File: src/rtl/ac_motor_switch_decoder_pkg.sv
// Shared vector codes, switch decode, adjacency and sector helpers, and the FSM states
// for the switch-command decoder.
package ac_motor_switch_decoder_pkg;

  typedef enum logic {SYNC = 1'b0, MEAS = 1'b1} state_t;

  localparam logic [2:0] VEC_0 = 3'd0;
  localparam logic [2:0] VEC_1 = 3'd1;
  localparam logic [2:0] VEC_2 = 3'd2;
  localparam logic [2:0] VEC_3 = 3'd3;
  localparam logic [2:0] VEC_4 = 3'd4;
  localparam logic [2:0] VEC_5 = 3'd5;
  localparam logic [2:0] VEC_6 = 3'd6;
  localparam logic [2:0] VEC_7 = 3'd7;

  // s is {s1, s2, s3}
  function automatic logic [2:0] decode(input logic [2:0] s);
    logic [2:0] v;
    case (s)
      3'b000:  v = VEC_0;
      3'b100:  v = VEC_1;
      3'b110:  v = VEC_2;
      3'b010:  v = VEC_3;
      3'b011:  v = VEC_4;
      3'b001:  v = VEC_5;
      3'b101:  v = VEC_6;
      default: v = VEC_7;
    endcase
    return v;
  endfunction

  function automatic logic [2:0] encode(input logic [2:0] v);
    logic [2:0] s;
    case (v)
      VEC_0:   s = 3'b000;
      VEC_1:   s = 3'b100;
      VEC_2:   s = 3'b110;
      VEC_3:   s = 3'b010;
      VEC_4:   s = 3'b011;
      VEC_5:   s = 3'b001;
      VEC_6:   s = 3'b101;
      default: s = 3'b111;
    endcase
    return s;
  endfunction

  // True when the two vectors differ in exactly one switch.
  function automatic logic adjacent(input logic [2:0] a, input logic [2:0] b);
    logic [2:0] x;
    x = encode(a) ^ encode(b);
    return (x == 3'b001) || (x == 3'b010) || (x == 3'b100);
  endfunction

  function automatic logic is_active(input logic [2:0] v);
    return (v != VEC_0) && (v != VEC_7);
  endfunction

  function automatic logic [2:0] next_vec(input logic [2:0] k);
    return (k == VEC_6) ? VEC_1 : k + 3'd1;
  endfunction

  // Sector k when {a, b} == {k, k%6+1} in either order, else 0.
  function automatic logic [2:0] sector_from_pair(input logic [2:0] a, input logic [2:0] b);
    logic [2:0] k;
    k = 3'd0;
    if (is_active(a) && is_active(b)) begin
      if (b == next_vec(a)) begin
        k = a;
      end else if (a == next_vec(b)) begin
        k = b;
      end
    end
    return k;
  endfunction

endpackage

File: src/rtl/ac_motor_switch_decoder_if.sv
// Switch-command inputs and measurement/error outputs of the decoder.
// master drives the switches (controller or bench); slave is the decoder.
interface ac_motor_switch_decoder_if #(
  parameter int COUNT_W = 15
);
  logic               s1;
  logic               s2;
  logic               s3;
  logic               err_clr;
  logic [2:0]         vec;
  logic [COUNT_W-1:0] t_0;
  logic [COUNT_W-1:0] t_1;
  logic [COUNT_W-1:0] t_2;
  logic [COUNT_W-1:0] t_7;
  logic [2:0]         sector;
  logic               meas_valid;
  logic               err_trans;
  logic               err_seq;
  logic               stall;

  modport master (
    output s1, s2, s3, err_clr,
    input  vec, t_0, t_1, t_2, t_7, sector, meas_valid, err_trans, err_seq, stall
  );

  modport slave (
    input  s1, s2, s3, err_clr,
    output vec, t_0, t_1, t_2, t_7, sector, meas_valid, err_trans, err_seq, stall
  );
endinterface

File: src/rtl/ac_motor_dwell_acc.sv
// Saturating dwell accumulator; cap is this cycle's total including a pending increment.
// Clear wins over increment; no wrap at full scale.
module ac_motor_dwell_acc #(
  parameter int COUNT_W = 15
) (
  input  logic               clk,
  input  logic               rst_n,
  input  logic               inc,
  input  logic               clr,
  output logic [COUNT_W-1:0] cap
);
  localparam logic [COUNT_W-1:0] CNT_MAX = '1;

  logic [COUNT_W-1:0] cnt;

  always_comb begin
    cap = cnt;
    if (inc && (cnt != CNT_MAX)) begin
      cap = cnt + COUNT_W'(1);
    end
  end

  always_ff @(posedge clk or negedge rst_n) begin
    if (!rst_n) begin
      cnt <= '0;
    end else if (clr) begin
      cnt <= '0;
    end else begin
      cnt <= cap;
    end
  end
endmodule

File: src/rtl/ac_motor_switch_decoder.sv
// Decodes s1..s3 into space vectors, measures per-period dwell times and sector, flags errors.
// vec is one cycle behind the switches; t_*/sector update with meas_valid the cycle after a return to 0.
module ac_motor_switch_decoder
  import ac_motor_switch_decoder_pkg::*;
#(
  parameter int COUNT_W = 15,
  parameter int TIMEOUT = 65535
) (
  input logic                      clk,
  input logic                      rst_n,
  ac_motor_switch_decoder_if.slave bus
);
  localparam int WD_W = $clog2(TIMEOUT + 1);
  localparam logic [WD_W-1:0] WD_MAX  = WD_W'(TIMEOUT);
  localparam logic [WD_W-1:0] WD_LAST = WD_W'(TIMEOUT - 1);

  logic [2:0]         dec;
  logic [2:0]         vec_q;
  state_t             state;
  state_t             state_n;
  logic               close;
  logic               acc_en;
  logic               report;

  logic [2:0]         a_id, b_id, a_id_n, b_id_n;
  logic               seq_bad, seq_bad_n;
  logic               inc_a, inc_b, third;
  logic [COUNT_W-1:0] z0_cap, z7_cap, a_cap, b_cap;

  logic [2:0]         pair_k;
  logic [2:0]         sector_n;
  logic [COUNT_W-1:0] t1_n, t2_n;
  logic               pair_bad;

  logic [COUNT_W-1:0] t0_q, t1_q, t2_q, t7_q;
  logic [2:0]         sector_q;
  logic               meas_valid_q;
  logic               err_trans_q, err_seq_q, stall_q;
  logic               trans_evt, seq_evt, stall_evt;
  logic [WD_W-1:0]    wd;

  assign dec   = decode({bus.s1, bus.s2, bus.s3});
  assign close = (vec_q != VEC_0) && (dec == VEC_0);

  always_ff @(posedge clk or negedge rst_n) begin
    if (!rst_n) begin
      state <= SYNC;
    end else begin
      state <= state_n;
    end
  end

  always_comb begin
    state_n = state;
    case (state)
      SYNC:    if (close) state_n = MEAS;
      MEAS:    state_n = MEAS;
      default: state_n = SYNC;
    endcase
  end

  // The first period after reset is partial, so SYNC only waits for a clean start.
  always_comb begin
    acc_en = (state == MEAS);
    report = (state == MEAS) && close;
  end

  always_comb begin
    a_id_n = a_id;
    b_id_n = b_id;
    inc_a  = 1'b0;
    inc_b  = 1'b0;
    third  = 1'b0;
    if (acc_en && is_active(vec_q)) begin
      if ((a_id == VEC_0) || (a_id == vec_q)) begin
        a_id_n = vec_q;
        inc_a  = 1'b1;
      end else if ((b_id == VEC_0) || (b_id == vec_q)) begin
        b_id_n = vec_q;
        inc_b  = 1'b1;
      end else begin
        third  = 1'b1;
      end
    end
    seq_bad_n = seq_bad | third;
  end

  ac_motor_dwell_acc #(.COUNT_W(COUNT_W)) u_acc_z0 (
    .clk(clk), .rst_n(rst_n), .inc(acc_en && (vec_q == VEC_0)), .clr(close), .cap(z0_cap)
  );
  ac_motor_dwell_acc #(.COUNT_W(COUNT_W)) u_acc_z7 (
    .clk(clk), .rst_n(rst_n), .inc(acc_en && (vec_q == VEC_7)), .clr(close), .cap(z7_cap)
  );
  ac_motor_dwell_acc #(.COUNT_W(COUNT_W)) u_acc_a (
    .clk(clk), .rst_n(rst_n), .inc(inc_a), .clr(close), .cap(a_cap)
  );
  ac_motor_dwell_acc #(.COUNT_W(COUNT_W)) u_acc_b (
    .clk(clk), .rst_n(rst_n), .inc(inc_b), .clr(close), .cap(b_cap)
  );

  // Slot ids/counts include the closing cycle, hence the *_n and cap views here.
  assign pair_k = sector_from_pair(a_id_n, b_id_n);

  always_comb begin
    sector_n = 3'd0;
    t1_n     = '0;
    t2_n     = '0;
    pair_bad = 1'b0;
    if (b_id_n != VEC_0) begin
      if ((pair_k != 3'd0) && !seq_bad_n) begin
        sector_n = pair_k;
        t1_n     = (a_id_n == pair_k) ? a_cap : b_cap;
        t2_n     = (a_id_n == pair_k) ? b_cap : a_cap;
      end else begin
        pair_bad = (pair_k == 3'd0);
      end
    end else if (a_id_n != VEC_0) begin
      t1_n = a_cap;
    end
  end

  always_ff @(posedge clk or negedge rst_n) begin
    if (!rst_n) begin
      vec_q        <= VEC_0;
      a_id         <= VEC_0;
      b_id         <= VEC_0;
      seq_bad      <= 1'b0;
      meas_valid_q <= 1'b0;
      t0_q         <= '0;
      t1_q         <= '0;
      t2_q         <= '0;
      t7_q         <= '0;
      sector_q     <= 3'd0;
    end else begin
      vec_q        <= dec;
      meas_valid_q <= report;
      if (close) begin
        a_id    <= VEC_0;
        b_id    <= VEC_0;
        seq_bad <= 1'b0;
      end else begin
        a_id    <= a_id_n;
        b_id    <= b_id_n;
        seq_bad <= seq_bad_n;
      end
      if (report) begin
        t0_q     <= z0_cap;
        t7_q     <= z7_cap;
        t1_q     <= t1_n;
        t2_q     <= t2_n;
        sector_q <= sector_n;
      end
    end
  end

  assign trans_evt = (dec != vec_q) && !adjacent(dec, vec_q);
  assign seq_evt   = third || (report && pair_bad);
  assign stall_evt = !close && (wd == WD_LAST);

  // A fresh error event outranks a coincident clear.
  always_ff @(posedge clk or negedge rst_n) begin
    if (!rst_n) begin
      wd          <= '0;
      err_trans_q <= 1'b0;
      err_seq_q   <= 1'b0;
      stall_q     <= 1'b0;
    end else begin
      if (close) begin
        wd <= '0;
      end else if (wd != WD_MAX) begin
        wd <= wd + WD_W'(1);
      end
      err_trans_q <= trans_evt | (err_trans_q & ~bus.err_clr);
      err_seq_q   <= seq_evt   | (err_seq_q   & ~bus.err_clr);
      stall_q     <= stall_evt | (stall_q     & ~bus.err_clr);
    end
  end

  assign bus.vec        = vec_q;
  assign bus.t_0        = t0_q;
  assign bus.t_1        = t1_q;
  assign bus.t_2        = t2_q;
  assign bus.t_7        = t7_q;
  assign bus.sector     = sector_q;
  assign bus.meas_valid = meas_valid_q;
  assign bus.err_trans  = err_trans_q;
  assign bus.err_seq    = err_seq_q;
  assign bus.stall      = stall_q;

endmodule
File: src/flat_wrapper.sv
// flat-port wrapper written by rule: the top's interface ports become plain ports
module ac_motor_switch_decoder_flat import ac_motor_switch_decoder_pkg::*;
#(
  parameter int COUNT_W = 15,
  parameter int TIMEOUT = 65535
)
  (clk, rst_n, bus_s1, bus_s2, bus_s3, bus_err_clr, bus_vec, bus_t_0, bus_t_1, bus_t_2, bus_t_7, bus_sector, bus_meas_valid, bus_err_trans, bus_err_seq, bus_stall);
  ac_motor_switch_decoder_if #(.COUNT_W(COUNT_W)) bus_i ();
  input logic clk;
  input logic rst_n;
  input wire logic [$bits(bus_i.s1)-1:0] bus_s1;
  input wire logic [$bits(bus_i.s2)-1:0] bus_s2;
  input wire logic [$bits(bus_i.s3)-1:0] bus_s3;
  input wire logic [$bits(bus_i.err_clr)-1:0] bus_err_clr;
  output wire logic [$bits(bus_i.vec)-1:0] bus_vec;
  output wire logic [$bits(bus_i.t_0)-1:0] bus_t_0;
  output wire logic [$bits(bus_i.t_1)-1:0] bus_t_1;
  output wire logic [$bits(bus_i.t_2)-1:0] bus_t_2;
  output wire logic [$bits(bus_i.t_7)-1:0] bus_t_7;
  output wire logic [$bits(bus_i.sector)-1:0] bus_sector;
  output wire logic [$bits(bus_i.meas_valid)-1:0] bus_meas_valid;
  output wire logic [$bits(bus_i.err_trans)-1:0] bus_err_trans;
  output wire logic [$bits(bus_i.err_seq)-1:0] bus_err_seq;
  output wire logic [$bits(bus_i.stall)-1:0] bus_stall;
  assign bus_i.s1 = bus_s1;
  assign bus_i.s2 = bus_s2;
  assign bus_i.s3 = bus_s3;
  assign bus_i.err_clr = bus_err_clr;
  assign bus_vec = bus_i.vec;
  assign bus_t_0 = bus_i.t_0;
  assign bus_t_1 = bus_i.t_1;
  assign bus_t_2 = bus_i.t_2;
  assign bus_t_7 = bus_i.t_7;
  assign bus_sector = bus_i.sector;
  assign bus_meas_valid = bus_i.meas_valid;
  assign bus_err_trans = bus_i.err_trans;
  assign bus_err_seq = bus_i.err_seq;
  assign bus_stall = bus_i.stall;
  ac_motor_switch_decoder #(.COUNT_W(COUNT_W), .TIMEOUT(TIMEOUT)) u_core (.clk(clk), .rst_n(rst_n), .bus(bus_i));
endmodule
File: config.mk
export PLATFORM = sky130hd
export DESIGN_NAME = ac_motor_switch_decoder_flat
export DESIGN_NICKNAME = d
export VERILOG_FILES = /design/src/rtl/ac_motor_switch_decoder_pkg.sv /design/src/rtl/ac_motor_switch_decoder_if.sv /design/src/rtl/ac_motor_dwell_acc.sv /design/src/rtl/ac_motor_switch_decoder.sv /design/src/flat_wrapper.sv
export SDC_FILE = /design/constraint.sdc
export NUM_CORES = 1
export LEC_CHECK = 0
export BUFFER_PORTS_ARGS = -buffer_cell sky130_fd_sc_hd__buf_4
export CAP_MARGIN = 20
export CORE_MARGIN = 1
export CORE_UTILIZATION = 55
export DETAILED_ROUTE_END_ITERATION = 8
export GPL_TIMING_DRIVEN = 0
export PLACE_DENSITY = 0.74
export SYNTH_ARGS = -nofsm -noshare
export SYNTH_HDL_FRONTEND = slang
export SYNTH_HIERARCHICAL = 1
export SYNTH_SLANG_ARGS = --single-unit
File: constraint.sdc
create_clock -name clk -period 9.2 [get_ports clk]
set_clock_uncertainty 0.05 [all_clocks]
set_input_delay 0 -clock clk [delete_from_list [all_inputs] [get_ports clk]]
set_output_delay 0 -clock clk [all_outputs]
set_load 0.05 [all_outputs]
==> run metrics <==
post-route insts no fill=1207; TritonCTS Buffers=17; DRC viols=0; Pint=between 1000 and 1500 µW; total routed wirelength=19100 µm; slowest CP cell=o41ai_4; #FFs+latches synth=154; number of antenna-violating nets in the routed design=0; arrival time at the worst endpoint=3930 ps; post-CTS sizing=0; Slew @ Worst Pin=811 ps; crit path cell chain=buf_6, and4b_1, a2111oi_2, o22ai_2, o41ai_4, o22ai_1, a311oi_1, o22ai_1, nand3_1, clkbuf_1, o21ai_0; Synth Flop Type=dfrtp_1; Post-synth ARST share=100%; Worst-Skew Late Latency=420 ps; RSZ-0062 raised after global routing=false; crit end category=register; Worst Min Path Start=bus_s1; hold depth=3; Final period util=40.2%; HP Class=primary input to register; via/cell ratio=5.81; DRT iter0 DRCs=389; Req. time, crit path=around 9400 ps; Hold Vio Cnt, Final=0; FF-to-FF path depth=11; DP Cell Count=between 1k and 1.5k; r2r endpoint=u_core/bus.t_2[11]; PortBufs=just over 70; pwr dens=218 mW/mm²; maximum VDD drop=0.218 mV; leading area contributor after synthesis=dfrtp_1; drt pass-1 iters=5; Clock Path Buffers=2; max_slew headroom=between 40% and 50%; FF-to-FF Start=u_core/a_id[0]; RD Place Congestion=0.902; Critical Path Max Stage Delay=570 ps; placed wire-length estimate=13500 µm; status=finished clean; fmax=271 MHz; CP Class=register to register; die area=0.0163 mm²; max_cap viols=0; crit path buf inv count=2; DIE WIDTH=128 µm; crit-path max FO=10; clock root buffer=clkbuf_16; setup bufs post-CTS=0; pin count of the biggest net entering global routing=85; share of layout cells above drive strength 1=19.4%; r2r setup slk=5500 ps; register area share after synthesis=44.2%; register share of total power=37.3%; row cnt=45; syn_area_per_cell=9.78 µm²; CTS tree=yes; Die H=128 µm; syn nets=between 900 and 1k; number of synthesis warnings=6; share of the synthesized area in the top cell type=44.2%; most frequent cells in the layout=dfrtp_1, nand2_1, nor2_1; minimum clock period=3700 ps; main area contributors after synthesis=dfrtp_1, mux2_2, nand2_1; CP most frequent cell=o22ai_1; H-Tree Depth=4; antenna fix cells=0; Lkg Pwr=0.00456 µW; Sink Count=154; crit-path leading delay family=compound AO/OA/AOI/OAI gates; GR Overflow Total=0; Final Setup Violations=0; Synth Cell Area=0.00871 mm²; vias in the first global route=6496; most common cell after layout, fill and taps aside=dfrtp_1; wire per inst=15.8 µm; Post-CTS Hold Fix Bufs=3; Sw Share=a little under two fifths; Post-Syn Instances=891; Sw Pwr=around 810 µW; IO Count=76; gr usage total=24.8%; CTS clk-pin slew, worst paths=60 ps; combinational fraction of design power=between 30% and 40%; Synth cell types=72; DR vias=7014; Max Slew Vio Count=0; clock power share=roughly 28%; setup TNS=0 ps; area growth from synthesis to layout=15.9%; initial antenna violation count=0; WHS Endpoint=u_core/bus.vec[0]; Worst setup SP type=register; Post-synth EDFFs=0; first-pass GRT wire length=about 32000 µm; core area=between 0.015 and 0.02 mm²; Final #Nets=998; Initial Utilization=a little under three fifths
## stage by stage
stage                     worst slack, ps  utilization [%]  hold WS [ps]  total power [µW]  area [µm²]
after floorplan                      5780                -          -346              1400        8710
after global placement               5450             62.1           183              1570        9510
final                                5500             65.9          58.5              2200       10100
after global routing                 5140             65.9           102              2330       10100
after CTS                            5510             65.9          44.0              2210       10100
after detailed placement             5520             62.4          68.3              1580        9550
## worst max-delay path by stage
stage	startpoint	cells after the start	to
detailed placement	u_core/bus.vec[2]	13	u_core/bus.t_2[8]
finish	u_core/a_id[0]	11	u_core/bus.t_2[11]
floorplan	u_core/bus.vec[1]	12	u_core/bus.t_1[10]
CTS	u_core/bus.vec[2]	13	u_core/bus.t_2[8]
global placement	u_core/bus.vec[0]	7	u_core/u_acc_b/cnt[2]
global route	u_core/bus.vec[2]	13	u_core/bus.t_2[8]
## synth_stat cells (all sizes together) (12+ instances only)
cell / n
xor2: 24
or3: 16
nor2: 81
nor3: 32
nor2b: 29
mux2: 47
nand3: 30
dfrtp: 154
mux2i: 15
nor4: 12
o21ai: 49
nand2: 92
nand4: 22
inv: 51
buf: 17
clkbuf: 22
o221ai: 17
a21oi: 38
## worst min-delay path: stages
cell	delay, ps
clkbuf_1	200
xnor2_1	220
xnor2_1	60
## flip-flops by register name, summed over array words and instances (netlist names), 15 cells and up
signal               count
u_core/wd               16
u_core/bus.t_0          15
u_core/bus.t_1          15
u_core/bus.t_2          15
u_core/bus.t_7          15
u_core/u_acc_a/cnt      15
u_core/u_acc_b/cnt      15
u_core/u_acc_z0/cnt     15
u_core/u_acc_z7/cnt     15
## layer usage
| layer | wire length (µm) | GRT usage, % | vias to the layer above |
|---|---|---|---|
| li1 | - | - | 3415 |
| met2 | 8980 | 39.3 | 175 |
| met5 | 0 | 0 | - |
| met4 | 297 | 9.07 | 0 |
| met3 | 769 | 4.63 | 27 |
| met1 | 9020 | 34.2 | 3397 |
## power groups by stage
stage / combinational, µW / sequential [µW] / clock (µW)
6_report: 761 / 822 / 622
5_1_grt: 827 / 833 / 668
4_1_cts: 756 / 821 / 636
3_5_place_dp: 751 / 832 / 0
3_3_place_gp: 740 / 830 / 0
2_1_floorplan: 468 / 931 / 0
## cell type report
class	count	area [µm²]
clock inverters	2	12.5
plain buffers	39	184
flip-flops and latches	154	3850
fillers	1234	5220
clock buffers	27	503
well taps	211	264
repair buffers	76	602
inverters	52	195
multi-input cells	646	4480
## cell families (layout without fill, tap and decap cells)
kind of cell	Yosys count	in the layout	synth area share, %
AO/OA/AOI/OAI	175	175	15.5
XOR/XNOR	34	34	3.42
adder cells (fa/ha/maj)	6	6	0.862
buffers and inverters	91	196	4.35
flip-flops	154	154	44.2
multiplexers	62	62	8.15
AND/OR/NAND/NOR	369	369	23.5
(Power assumes the default switching activity.)
